**src/rtl/branch_resolve_queue_if.sv**
```systemverilog
// Fetch/execute side signals of the branch resolve queue, bundled for port hookup.
// slave = queue side, master = driver of pushes and resolves.
interface branch_resolve_queue_if #(
    parameter int DEPTH = 4
);
    localparam int CW = $clog2(DEPTH) + 1;

    logic          i_push;
    logic [31:0]   i_push_pc;
    logic          i_push_pred;
    logic [31:0]   i_push_target;
    logic          o_full;
    logic          o_empty;
    logic [CW-1:0] o_count;
    logic          i_resolve;
    logic          i_resolve_taken;
    logic [31:0]   i_resolve_target;
    logic          o_update_en;
    logic [31:0]   o_update_addr;
    logic          o_update_taken;
    logic          o_redirect;
    logic [31:0]   o_redirect_pc;
    logic          o_overflow;
    logic          o_underflow;

    modport slave (
        input  i_push, i_push_pc, i_push_pred, i_push_target,
        input  i_resolve, i_resolve_taken, i_resolve_target,
        output o_full, o_empty, o_count,
        output o_update_en, o_update_addr, o_update_taken,
        output o_redirect, o_redirect_pc, o_overflow, o_underflow
    );

    modport master (
        output i_push, i_push_pc, i_push_pred, i_push_target,
        output i_resolve, i_resolve_taken, i_resolve_target,
        input  o_full, o_empty, o_count,
        input  o_update_en, o_update_addr, o_update_taken,
        input  o_redirect, o_redirect_pc, o_overflow, o_underflow
    );
endinterface

```
**src/rtl/branch_resolve_queue.sv**
```systemverilog
// In-order branch prediction queue; training/redirect pulses registered, 1 cycle after resolve.
// Backpressure via o_full: pushes into a full queue are dropped and flagged in o_overflow.
module branch_resolve_queue #(
    parameter int DEPTH = 4
) (
    input  logic                  i_clk,
    input  logic                  i_rst,
    branch_resolve_queue_if.slave bus
);
    localparam int AW = $clog2(DEPTH);
    localparam int CW = AW + 1;

    logic [31:0]   pc_mem_q  [DEPTH];
    logic [31:0]   pc_mem_d  [DEPTH];
    logic [31:0]   tgt_mem_q [DEPTH];
    logic [31:0]   tgt_mem_d [DEPTH];
    logic          pred_mem_q[DEPTH];
    logic          pred_mem_d[DEPTH];

    logic [AW-1:0] rd_ptr_q, rd_ptr_d;
    logic [AW-1:0] wr_ptr_q, wr_ptr_d;
    logic [CW-1:0] count_q, count_d;
    logic          overflow_q, overflow_d;
    logic          underflow_q, underflow_d;
    logic          update_en_q, update_en_d;
    logic [31:0]   update_addr_q, update_addr_d;
    logic          update_taken_q, update_taken_d;
    logic          redirect_q, redirect_d;
    logic [31:0]   redirect_pc_q, redirect_pc_d;

    logic [31:0]   head_pc;
    logic [31:0]   head_tgt;
    logic          head_pred;
    logic          do_res;
    logic          mispred;
    logic          pop_ok;
    logic          push_ok;

    always_comb begin
        head_pc   = pc_mem_q[rd_ptr_q];
        head_tgt  = tgt_mem_q[rd_ptr_q];
        head_pred = pred_mem_q[rd_ptr_q];

        do_res  = bus.i_resolve && (count_q != '0);
        mispred = do_res && ((head_pred != bus.i_resolve_taken) ||
                             (head_pred && bus.i_resolve_taken && (head_tgt != bus.i_resolve_target)));
        pop_ok  = do_res && !mispred;
        // A correct pop frees a slot in the same edge, so a full queue can still take a push.
        push_ok = bus.i_push && !mispred && ((count_q < CW'(DEPTH)) || pop_ok);

        pc_mem_d   = pc_mem_q;
        tgt_mem_d  = tgt_mem_q;
        pred_mem_d = pred_mem_q;
        if (push_ok) begin
            pc_mem_d[wr_ptr_q]   = bus.i_push_pc;
            tgt_mem_d[wr_ptr_q]  = bus.i_push_target;
            pred_mem_d[wr_ptr_q] = bus.i_push_pred;
        end

        if (mispred) begin
            wr_ptr_d = wr_ptr_q;
            rd_ptr_d = wr_ptr_q;
            count_d  = '0;
        end else begin
            wr_ptr_d = wr_ptr_q + AW'(push_ok);
            rd_ptr_d = rd_ptr_q + AW'(pop_ok);
            count_d  = count_q + CW'(push_ok) - CW'(pop_ok);
        end

        // Wrong-path pushes during a flush are not an overflow.
        overflow_d  = overflow_q | (bus.i_push && !mispred && !push_ok);
        underflow_d = underflow_q | (bus.i_resolve && (count_q == '0));

        update_en_d    = do_res;
        update_addr_d  = do_res ? head_pc : update_addr_q;
        update_taken_d = do_res ? bus.i_resolve_taken : update_taken_q;
        redirect_d     = mispred;
        redirect_pc_d  = redirect_pc_q;
        if (mispred) begin
            redirect_pc_d = bus.i_resolve_taken ? bus.i_resolve_target : head_pc + 32'd4;
        end
    end

    always_ff @(posedge i_clk or posedge i_rst) begin
        if (i_rst) begin
            for (int i = 0; i < DEPTH; i++) begin
                pc_mem_q[i]   <= '0;
                tgt_mem_q[i]  <= '0;
                pred_mem_q[i] <= 1'b0;
            end
            rd_ptr_q       <= '0;
            wr_ptr_q       <= '0;
            count_q        <= '0;
            overflow_q     <= 1'b0;
            underflow_q    <= 1'b0;
            update_en_q    <= 1'b0;
            update_addr_q  <= '0;
            update_taken_q <= 1'b0;
            redirect_q     <= 1'b0;
            redirect_pc_q  <= '0;
        end else begin
            pc_mem_q       <= pc_mem_d;
            tgt_mem_q      <= tgt_mem_d;
            pred_mem_q     <= pred_mem_d;
            rd_ptr_q       <= rd_ptr_d;
            wr_ptr_q       <= wr_ptr_d;
            count_q        <= count_d;
            overflow_q     <= overflow_d;
            underflow_q    <= underflow_d;
            update_en_q    <= update_en_d;
            update_addr_q  <= update_addr_d;
            update_taken_q <= update_taken_d;
            redirect_q     <= redirect_d;
            redirect_pc_q  <= redirect_pc_d;
        end
    end

    assign bus.o_count        = count_q;
    assign bus.o_full         = (count_q == CW'(DEPTH));
    assign bus.o_empty        = (count_q == '0);
    assign bus.o_overflow     = overflow_q;
    assign bus.o_underflow    = underflow_q;
    assign bus.o_update_en    = update_en_q;
    assign bus.o_update_addr  = update_addr_q;
    assign bus.o_update_taken = update_taken_q;
    assign bus.o_redirect     = redirect_q;
    assign bus.o_redirect_pc  = redirect_pc_q;
endmodule

```
**src/flat_wrapper.sv**
```systemverilog
// flat-port wrapper written by rule: the top's interface ports become plain ports
module branch_resolve_queue_flat 
#(
    parameter int DEPTH = 4
)
  (i_clk, i_rst, bus_i_push, bus_i_push_pc, bus_i_push_pred, bus_i_push_target, bus_i_resolve, bus_i_resolve_taken, bus_i_resolve_target, bus_o_full, bus_o_empty, bus_o_count, bus_o_update_en, bus_o_update_addr, bus_o_update_taken, bus_o_redirect, bus_o_redirect_pc, bus_o_overflow, bus_o_underflow);
  branch_resolve_queue_if #(.DEPTH(DEPTH)) bus_i ();
  input  logic i_clk;
  input  logic i_rst;
  input wire logic [$bits(bus_i.i_push)-1:0] bus_i_push;
  input wire logic [$bits(bus_i.i_push_pc)-1:0] bus_i_push_pc;
  input wire logic [$bits(bus_i.i_push_pred)-1:0] bus_i_push_pred;
  input wire logic [$bits(bus_i.i_push_target)-1:0] bus_i_push_target;
  input wire logic [$bits(bus_i.i_resolve)-1:0] bus_i_resolve;
  input wire logic [$bits(bus_i.i_resolve_taken)-1:0] bus_i_resolve_taken;
  input wire logic [$bits(bus_i.i_resolve_target)-1:0] bus_i_resolve_target;
  output wire logic [$bits(bus_i.o_full)-1:0] bus_o_full;
  output wire logic [$bits(bus_i.o_empty)-1:0] bus_o_empty;
  output wire logic [$bits(bus_i.o_count)-1:0] bus_o_count;
  output wire logic [$bits(bus_i.o_update_en)-1:0] bus_o_update_en;
  output wire logic [$bits(bus_i.o_update_addr)-1:0] bus_o_update_addr;
  output wire logic [$bits(bus_i.o_update_taken)-1:0] bus_o_update_taken;
  output wire logic [$bits(bus_i.o_redirect)-1:0] bus_o_redirect;
  output wire logic [$bits(bus_i.o_redirect_pc)-1:0] bus_o_redirect_pc;
  output wire logic [$bits(bus_i.o_overflow)-1:0] bus_o_overflow;
  output wire logic [$bits(bus_i.o_underflow)-1:0] bus_o_underflow;
  assign bus_i.i_push = bus_i_push;
  assign bus_i.i_push_pc = bus_i_push_pc;
  assign bus_i.i_push_pred = bus_i_push_pred;
  assign bus_i.i_push_target = bus_i_push_target;
  assign bus_i.i_resolve = bus_i_resolve;
  assign bus_i.i_resolve_taken = bus_i_resolve_taken;
  assign bus_i.i_resolve_target = bus_i_resolve_target;
  assign bus_o_full = bus_i.o_full;
  assign bus_o_empty = bus_i.o_empty;
  assign bus_o_count = bus_i.o_count;
  assign bus_o_update_en = bus_i.o_update_en;
  assign bus_o_update_addr = bus_i.o_update_addr;
  assign bus_o_update_taken = bus_i.o_update_taken;
  assign bus_o_redirect = bus_i.o_redirect;
  assign bus_o_redirect_pc = bus_i.o_redirect_pc;
  assign bus_o_overflow = bus_i.o_overflow;
  assign bus_o_underflow = bus_i.o_underflow;
  branch_resolve_queue #(.DEPTH(DEPTH)) u_core (.i_clk(i_clk), .i_rst(i_rst), .bus(bus_i));
endmodule
```
**config.mk**
```make
export PLATFORM = sky130hd
export DESIGN_NAME = branch_resolve_queue_flat
export DESIGN_NICKNAME = d
export VERILOG_FILES = /design/src/rtl/branch_resolve_queue_if.sv /design/src/rtl/branch_resolve_queue.sv /design/src/flat_wrapper.sv
export SDC_FILE = /design/constraint.sdc
export NUM_CORES = 1
export LEC_CHECK = 0
export CELL_PAD_IN_SITES_DETAIL_PLACEMENT = 0
export CELL_PAD_IN_SITES_GLOBAL_PLACEMENT = 1
export CORE_MARGIN = 8
export CORE_UTILIZATION = 25
export CTS_CLUSTER_SIZE = 14
export DETAILED_ROUTE_END_ITERATION = 12
export GPL_ROUTABILITY_DRIVEN = 0
export PLACE_DENSITY = 0.52
export SLEW_MARGIN = 40
export SYNTH_ARGS = -nofsm -noshare
export SYNTH_HDL_FRONTEND = slang
export SYNTH_SLANG_ARGS = --single-unit
```
**constraint.sdc**
```tcl
create_clock -name i_clk -period 15.6 [get_ports i_clk]
set_clock_uncertainty 0.2 [all_clocks]
set_input_delay 2.34 -clock i_clk [delete_from_list [all_inputs] [get_ports i_clk]]
set_output_delay 2.34 -clock i_clk [all_outputs]
set_load 0.02 [all_outputs]
```
[Word level (Yosys, flattened, before mapping)]
Cells that the tools add are included.
Operators by class
  $add $sub $neg: 5
  order comparisons: 4
  multiplexer cells: 19
  bitwise gates (word level): 4
  reductions and logical operators: 16
  equality and inequality tests: 3
Operators with widths (count)
  $bwmux W128: 2
  $mux W32: 6
  $bmux W32 S2: 2
  $demux W32 S2: 1
  $add A32 B3 Y32 const B: 1
  $ne A32 B32 Y1: 1
  $logic_and A1 B1 Y1: 10
  $ge A3 B3 Y1 const B: 2
  $not A2 Y3: 2
  $add A2 B1 Y2: 2
  $bwmux W4: 1
  $add A3 B1 Y3: 1
  $eq A3 B3 Y1 const B: 1
  $logic_not A3 Y1: 1
  $lt A3 B1 Y1 const B: 1
  $lt A3 B3 Y1 const B: 1
  $mux W1: 3
  $mux W3: 1
  $reduce_bool A3 Y1: 1
  $sub A3 B1 Y3: 1
  $bmux W1 S2: 1
  $demux W1 S2: 1
  $logic_not A1 Y1: 2
  $logic_or A1 B1 Y1: 2
  other kinds (3): 4
Storage, ports and cells
  bits in registers: 336
  output and inout port bits: 74
  bits of input ports: 102
  logic and storage cells: 73

[Logic depth before layout (Yosys ltp)]
Gate-level depths: netlist (run 1).
  word-level depth: 15
  mapped depth: 16

[Worst setup path after synthesis (run 1)]
Ideal clock, no wire load.
  path kind: input to register
  start: input bus_i_resolve_target[13]
  end: register u_core.count_q[2], in the netlist u_core.bus.o_count[2]
  stages on the path: 13
  path buffers: 0
  library setup time: 0.119 ns
  path slack: 10.724 ns
  data required time: 15.281 ns
  arrival time: 4.557 ns
  cell sequence: xnor2_1 nand4_1 nor4_1 nand2_1 a21boi_0 ha_1 inv_1 ha_1 inv_1 fa_1 xnor2_1 xnor2_1 and2_1
Between the ends
  cells in the longest elaborated chain, start to end: 11
  elaborated cells on any way between the ends: 12
  classes of those cells: 2 x add/sub; 1 x eq/ne; 1 x mux; 8 x reduce/logical
Ends and longest elaborated chain
  start, declared: line flat_wrapper.sv:16  | input wire logic [$bits(bus_i.i_resolve_target)-1:0] bus_i_resolve_target;
  $ne A32 B32 Y1 *: line branch_resolve_queue.sv:46  | (head_pred && bus.i_resolve_taken && (head_tgt != bus.i_resolve_target)));
  $logic_and A1 B1 Y1 *: line branch_resolve_queue.sv:46
  $logic_or A1 B1 Y1 *: line branch_resolve_queue.sv:45  | mispred = do_res && ((head_pred != bus.i_resolve_taken) ||
  $logic_and A1 B1 Y1 *: line branch_resolve_queue.sv:45
  $logic_not A1 Y1: line branch_resolve_queue.sv:47, branch_resolve_queue.sv:49
  $logic_and A1 B1 Y1: line branch_resolve_queue.sv:47  | pop_ok = do_res && !mispred;
  $logic_or A1 B1 Y1: line branch_resolve_queue.sv:49  | push_ok = bus.i_push && !mispred && ((count_q < CW'(DEPTH)) || pop_ok);
  $logic_and A1 B1 Y1: line branch_resolve_queue.sv:49
  $add A3 B1 Y3: line branch_resolve_queue.sv:67  | count_d = count_q + CW'(push_ok) - CW'(pop_ok);
  $sub A3 B1 Y3: line branch_resolve_queue.sv:67
  $mux W3 *: line branch_resolve_queue.sv:60  | if (mispred) begin
  via u_core.count_d[2]: line branch_resolve_queue.sv:22  | logic [CW-1:0] count_q, count_d;
  end signal, assigned: line branch_resolve_queue.sv:107  | count_q <= count_d;
  end, declared: line branch_resolve_queue.sv:22
Mark *: on every way through the listed nets, which the timed path passes. The rest lies on a longest branch.
A chain may end at the register's enable or synchronous reset.

[Worst setup path in the final report (run 1)]
  start: input bus_i_resolve_target[29]
  end: register u_core.count_q[2], in the netlist u_core.bus.o_count[2]
The elaborated chain is that of the path after synthesis.

==> results of run 1 <==
-- cells by family (layout without fill, tap and decap cells) --
| group | after synthesis | after routing | share of synthesized area |
|---|---|---|---|
| multiplexers | 364 | 364 | 0.319 |
| AO/OA/AOI/OAI | 39 | 39 | 0.0167 |
| adder cells (fa/ha/maj) | 7 | 7 | 0.00604 |
| other | 0 | 4 | 0 |
| AND/OR/NAND/NOR | 207 | 207 | 0.0579 |
| flip-flops | 336 | 336 | 0.534 |
| buffers and inverters | 70 | 277 | 0.0313 |
| XOR/XNOR | 62 | 62 | 0.0345 |
-- through the flow --
| step | area [µm²] | utilization |
|---|---|---|
| floorplan | 15700 | - |
| global placement | 18200 | 0.291 |
| detailed placement | 18300 | 0.292 |
| CTS | 19700 | 0.315 |
| global route | 19700 | 0.315 |
| finish | 19700 | 0.315 |
-- sequential cells by signal (all words and copies together), names as in the netlist --
name and flops:
u_core.bus.o_redirect_pc 32, u_core.bus.o_redirect 1, u_core.bus.o_overflow 1, u_core.wr_ptr_q 2, u_core.bus.o_update_en 1, u_core.bus.o_underflow 1, u_core.pc_mem_q 128, u_core.pred_mem_q 4
u_core.bus.o_update_addr 32, u_core.bus.o_count 3, u_core.bus.o_update_taken 1, u_core.tgt_mem_q 128, u_core.rd_ptr_q 2
-- final cells by class --
type	count	area (µm²)	area share
Inverter	9	41.3	0.00209
Tap cell	846	1060	0.0536
Sequential cell	336	8410	0.426
Clock buffer	59	1210	0.0615
Clock inverter	16	224	0.0113
Multi-Input combinational cell	679	6860	0.347
Timing Repair Buffer	193	1930	0.0975
Antenna cell	4	10.0	0.000507
-- worst paths after layout --
check | endpoint | slack (ps) | cells past startpoint | from
max | u_core.bus.o_count[2]$_DFF_PP0_ | 9940 | 14 | bus_i_resolve_target[29]
min | u_core.bus.o_underflow$_DFF_PP0_ | 260 | 1 | u_core.bus.o_underflow$_DFF_PP0_
max reg2reg | u_core.bus.o_count[2]$_DFF_PP0_ | 10140 | 15 | u_core.rd_ptr_q[0]$_DFF_PP0_
min reg2reg | u_core.bus.o_underflow$_DFF_PP0_ | 260 | 1 | u_core.bus.o_underflow$_DFF_PP0_
max in group asynchronous | u_core.bus.o_overflow$_DFF_PP0_ | 11300 | 4 | i_rst
min in group asynchronous | u_core.pc_mem_q[106]$_DFFE_PP0P_ | 2050 | 2 | i_rst
-- metal layers --
| layer | track usage | vias to the layer above | part of all wire |
|---|---|---|---|
| li1 | - | 4250 | - |
| met1 | 0.187 | 4964 | 0.47 |
| met2 | 0.207 | 207 | 0.45 |
| met3 | 0.0327 | 78 | 0.051 |
| met4 | 0.0375 | 10 | 0.022 |
| met5 | 0 | - | 0.0013 |
-- worst register-to-register path: cells and delay by family (launching register included) --
family          cells  cell delay [ps]
simple gates        4             1100
flops               1              890
fa+ha+maj           3              810
buf+inv             3              690
mux                 1              680
xor+xnor            3              550
compound gates      1              420
-- cells in the mapped netlist (2+ instances only) --
cell type  number
o2bb2a_4        3
or3_1           3
nor3_1          2
clkbuf_1       16
nand2_1       144
xor2_1         20
xnor2_1        42
mux2_1        155
nor2b_1         3
mux2_2         94
nor3b_1         2
mux4_2         65
buf_4           7
o21ai_0        28
nand4_1        17
ha_1            6
nor2_1          9
buf_6          26
buf_2           7
inv_1           9
buf_1           5
dfrtp_1       336
nor4_1          3
and3_1          2
and2_1          5
or4_1           2
nand3_1        11
mux2_4         50
-- cells in the final DEF, fill, tap and decap left out, drive strengths merged, types with 3 or more instances in the layout --
master / synthesis / layout
clkinv: 0 / 8
dfrtp: 336 / 336
diode: 0 / 4
clkinvlp: 0 / 3
ha: 6 / 6
mux4: 65 / 65
inv: 9 / 9
o21ai: 28 / 28
nor4: 4 / 4
clkdlybuf4s50: 0 / 174
nor2b: 3 / 3
xnor2: 42 / 42
nor2: 9 / 9
nand2: 144 / 144
buf: 45 / 19
xor2: 20 / 20
or3: 3 / 3
nand4: 17 / 17
o2bb2a: 3 / 3
bufinv: 0 / 5
and2: 5 / 5
clkbuf: 16 / 59
mux2: 299 / 299
nand3: 11 / 11
-- power by group through the flow --
stage	Combinational [mW]	Sequential (mW)	Clock, mW
detailed placement	1.95	1.60	0
finish	1.91	1.58	1.01
global placement	1.93	1.59	0
CTS	1.96	1.58	1.05
global route	2.07	1.64	1.08
floorplan	1.29	1.58	0
==> impl_metrics.yaml, run 1 <==
power_and_ir_drop:
  switchingPower_mw: 1.58
  internal-power_mw: 2.93
  cellLeakagePower_nw: 8.30
  power_mw: 4.50
  irDropWorstVdd_mv: 0.107
  sw_frac_of_total: 0.350
  seq_power_share: 0.350
  power-per-cell-area_nw_per_um2: 228
  p_comb_frac: 0.425
  pwr-share-clk: 0.225
detailed_routing:
  drc: 0
  drt_iter0_markers: 467
  drt-total-wl_um: 47800
  vias_per_cell: 4.44
  drtPass1Iterations: 4
  vias: 9509
  antenna_left: 0
  wire_per_inst_um: 22.3
flow_run:
  cap_violations: 0
critical_path:
  crit_buf_inv: 3
  end_kind: "flop"
  start_kind: "input pin"
  crit_fanout: 8
  cpPeakStageDelay_ps: 470
  worstPathArrival_ps: 5890
  worst_path_most_repeated_cell: "xnor2_1"
  cp_slowest_cell: "clkdlybuf4s50_1"
  path_cells: "clkdlybuf4s50_1, xnor2_1, nand4_1, nor4_1, nand2_1, a21boi_0, ha_1, inv_1, ha_1, inv_1, fa_1, xnor2_1, xnor2_1, and2_1"
  path_delay_family: "simple AND/OR/NAND/NOR gates"
  required_ps: 15830
  crit_type: "in -> reg"
synthesis:
  syn_inst: 1085
  synth_top_area_cell: "dfrtp_1"
  synth_top_area_share: 0.534
  synth_area_per_cell_um2: 14.5
  synth_edf_count: 0
  yosys_warnings: 0
  synth.net_count: 1194
  ys_seq_area_frac: 0.534
  synth.area.top_cells: "dfrtp_1, mux2_1, mux4_2"
  synth_area_um2: 15700
  ys_types: 41
  synthArstFlopShare: 1.00
  ys_ff_latch: 336
  synth_ff_type: "dfrtp_1"
die:
  rows: 92
  initial_core_util: 0.251
  ios: 176
  core-area_um2: 62600
  die-area_um2: 71200
  dieWidth_um: 267
  die_h_um: 267
placed_design:
  dp_cells: 2063
  pre_cts_ws_ps: 9280
  dpl.hpwl_um: 32900
  place.port_buffers: 175
timing:
  drv_slew: 0
  hold_viol_final: 0
  finalCritPeriodShare: 0.363
  finalSetupViolations: 0
  min_period_ps: 5660
  worst_slack_ps: 9940
  setup_tns_ps: 0
  rsz0062_at_grt: "no"
  hold_slack_ps: 260
  tightest_slew_ps: 851
  fmax_ghz: 0.177
  slew_headroom: 0.433
global_route:
  antenna_found_initial: 9
  grt_overflow_total: 0
  grt_usage: 0.135
  grt_pass1_wl_um: 71500
  grt_max_degree: 83
  first_global_vias: 10100
layout:
  layout-area-overhead-vs-synth_pct: 25.5
  drive_above_1_share: 0.238
  fillers: 6254
  finalNetCount: 1369
  final_cells: 2142
cts:
  cts_hold_buf: 0
  numCtsBuffers: 41
  cts_resized: 0
  clockBufferDepth: 3
  postCtsSetupRepairBufs: 0
  htreeDepth: 2
  path_clk_slew_ps: 50
  cts_tree: "built"
  clk_latency_ps: 560
  cts_root_buffer: "clkbuf_16"
  cts_sinks: 336
status:
  status: "completed"
min_path:
  hold_class: "reg -> reg"
No activity file was read; power rests on OpenSTA's default activity.
==> run 2: changes to the inputs <==
clock period = 5.8 ns   (was 15.6 ns; I/O delays follow)
==> impl_metrics.yaml, run 2 (same netlist as run 1, synthesis figures left out) <==
status:
  status: "completed"
layout:
  final_common_cell: "dfrtp_1"
  top_regs: "u_core.pc_mem_q x128, u_core.tgt_mem_q x128"
  regArea_um2: 8410
  final_util: 0.316
  multiInputGateArea_um2: 6860
  fillers: 6302
  final_cells: 2152
  drive_above_1_share: 0.239
  finalNetCount: 1380
  final_cell_mix: "dfrtp_1, clkdlybuf4s50_1, mux2_1"
  layout-area-overhead-vs-synth_pct: 25.9
cts:
  htreeDepth: 2
  cts_sinks: 336
  clockBufferDepth: 3
  numCtsBuffers: 42
  clk_latency_ps: 570
  cts_tree: "built"
  postCtsSetupRepairBufs: 0
  path_clk_slew_ps: 60
  cts_resized: 0
  cts_hold_buf: 0
  cts_root_buffer: "clkbuf_16"
power_and_ir_drop:
  cellLeakagePower_nw: 8.34
  power_mw: 12.0
  power-per-cell-area_nw_per_um2: 604
  irDropWorstVdd_mv: 0.247
global_route:
  grt_pass1_wl_um: 72300
  grt_overflow_total: 0
  grt_max_degree: 106
  grt_usage: 0.136
  antenna_found_initial: 12
  first_global_vias: 10500
timing:
  finalSetupViolations: 0
  min_period_ps: 4730
  rsz0062_at_grt: "no"
  fmax_ghz: 0.212
  drv_slew: 0
  slew_headroom: 0.521
  finalCritPeriodShare: 0.815
  tightest_slew_ps: 719
  hold_viol_final: 0
  setup_tns_ps: 0
  hold_slack_ps: 265
critical_path:
  crit_buf_inv: 3
  crit_fanout: 32
  worstReg2RegStart: "u_core.rd_ptr_q[0]$_DFF_PP0_"
  r2r.worst_path.cells: 14
  critPathCapture: "u_core.bus.o_count[2]$_DFF_PP0_"
  worstPathArrival_ps: 4980
  path_delay_family: "flip-flops"
  end_kind: "flop"
  start_kind: "flop"
  cp_slowest_cell: "dfrtp_4"
  path_cells: "buf_4, mux4_2, ha_1, or3_1, o21ai_0, inv_1, o31ai_1, and2_1, ha_1, inv_1, fa_1, xnor2_1, xnor2_1, and2_1"
  required_ps: 6050
  worstSetupPathDepth: 14
  critPathLaunch: "u_core.rd_ptr_q[0]$_DFF_PP0_"
  cpPeakStageDelay_ps: 880
  reg2reg_slack_ps: 1070
  r2r-end: "u_core.bus.o_count[2]$_DFF_PP0_"
  crit_type: "reg -> reg"
detailed_routing:
  vias_per_cell: 4.45
  drt-total-wl_um: 48000
  drt_iter0_markers: 413
  drtPass1Iterations: 4
  wire_per_inst_um: 22.3
  vias: 9584
  antenna_left: 0
  drc: 0
placed_design:
  place.port_buffers: 175
  dpl.hpwl_um: 33400
  dp_cells: 2073
die:
  rows: 92
  initial_core_util: 0.251
  dieWidth_um: 267
  ios: 176
  die_h_um: 267
  core-area_um2: 62600
  die-area_um2: 71200
flow_run:
  cap_violations: 0
min_path:
  hold_class: "reg -> reg"
[run 2: changes by cell type in the layout (fill, tap and decap cells not counted), sizes merged, moves of 2 or more]
cell      delta
buf         +10
clkbuf       +4
bufinv       -3
clkinvlp     -2
[run 2: layer usage]
layer | wire length (µm) | part of all wire | global-route usage | vias up
met5 | 74 | 0.0015 | 0 | -
met4 | 1270 | 0.027 | 0.0385 | 12
met3 | 2910 | 0.061 | 0.0374 | 89
met2 | 22000 | 0.46 | 0.212 | 238
met1 | 21800 | 0.45 | 0.184 | 4979
li1 | - | - | - | 4266
[run 2: metrics by stage]
step | instance area [µm²] | setup slack, ps
after floorplan | 15700 | 239
after global placement | 18400 | 960
after detailed placement | 18500 | 992
after CTS | 19800 | 953
after global routing | 19800 | 688
final | 19800 | 1070
[run 2: layout make-up]
cell class | instances | area share
tap | 846 | 0.0534
sequential | 336 | 0.425
multi-input combinational | 679 | 0.346
antenna | 3 | 0.000379
clock buffer | 63 | 0.0606
inverter | 9 | 0.00189
timing repair buffer | 203 | 0.106
clock inverter | 13 | 0.00676
[run 2: worst min-delay path by stage]
stage / cells past startpoint / end / from
2_1_floorplan: 1 / u_core.pc_mem_q[0]$_DFFE_PP0P_ / u_core.pc_mem_q[0]$_DFFE_PP0P_
3_3_place_gp: 1 / u_core.bus.o_underflow$_DFF_PP0_ / u_core.bus.o_underflow$_DFF_PP0_
3_5_place_dp: 1 / u_core.bus.o_underflow$_DFF_PP0_ / u_core.bus.o_underflow$_DFF_PP0_
4_1_cts: 1 / u_core.bus.o_underflow$_DFF_PP0_ / u_core.bus.o_underflow$_DFF_PP0_
5_1_grt: 1 / u_core.bus.o_underflow$_DFF_PP0_ / u_core.bus.o_underflow$_DFF_PP0_
6_report: 1 / u_core.bus.o_underflow$_DFF_PP0_ / u_core.bus.o_underflow$_DFF_PP0_
[run 2: where the power goes]
| group | leakage, nW | internal (mW) | switching, mW |
|---|---|---|---|
| Sequential | 4.06 | 3.53 | 0.684 |
| Combinational | 3.62 | 2.72 | 2.48 |
| Clock | 0.660 | 1.52 | 1.03 |
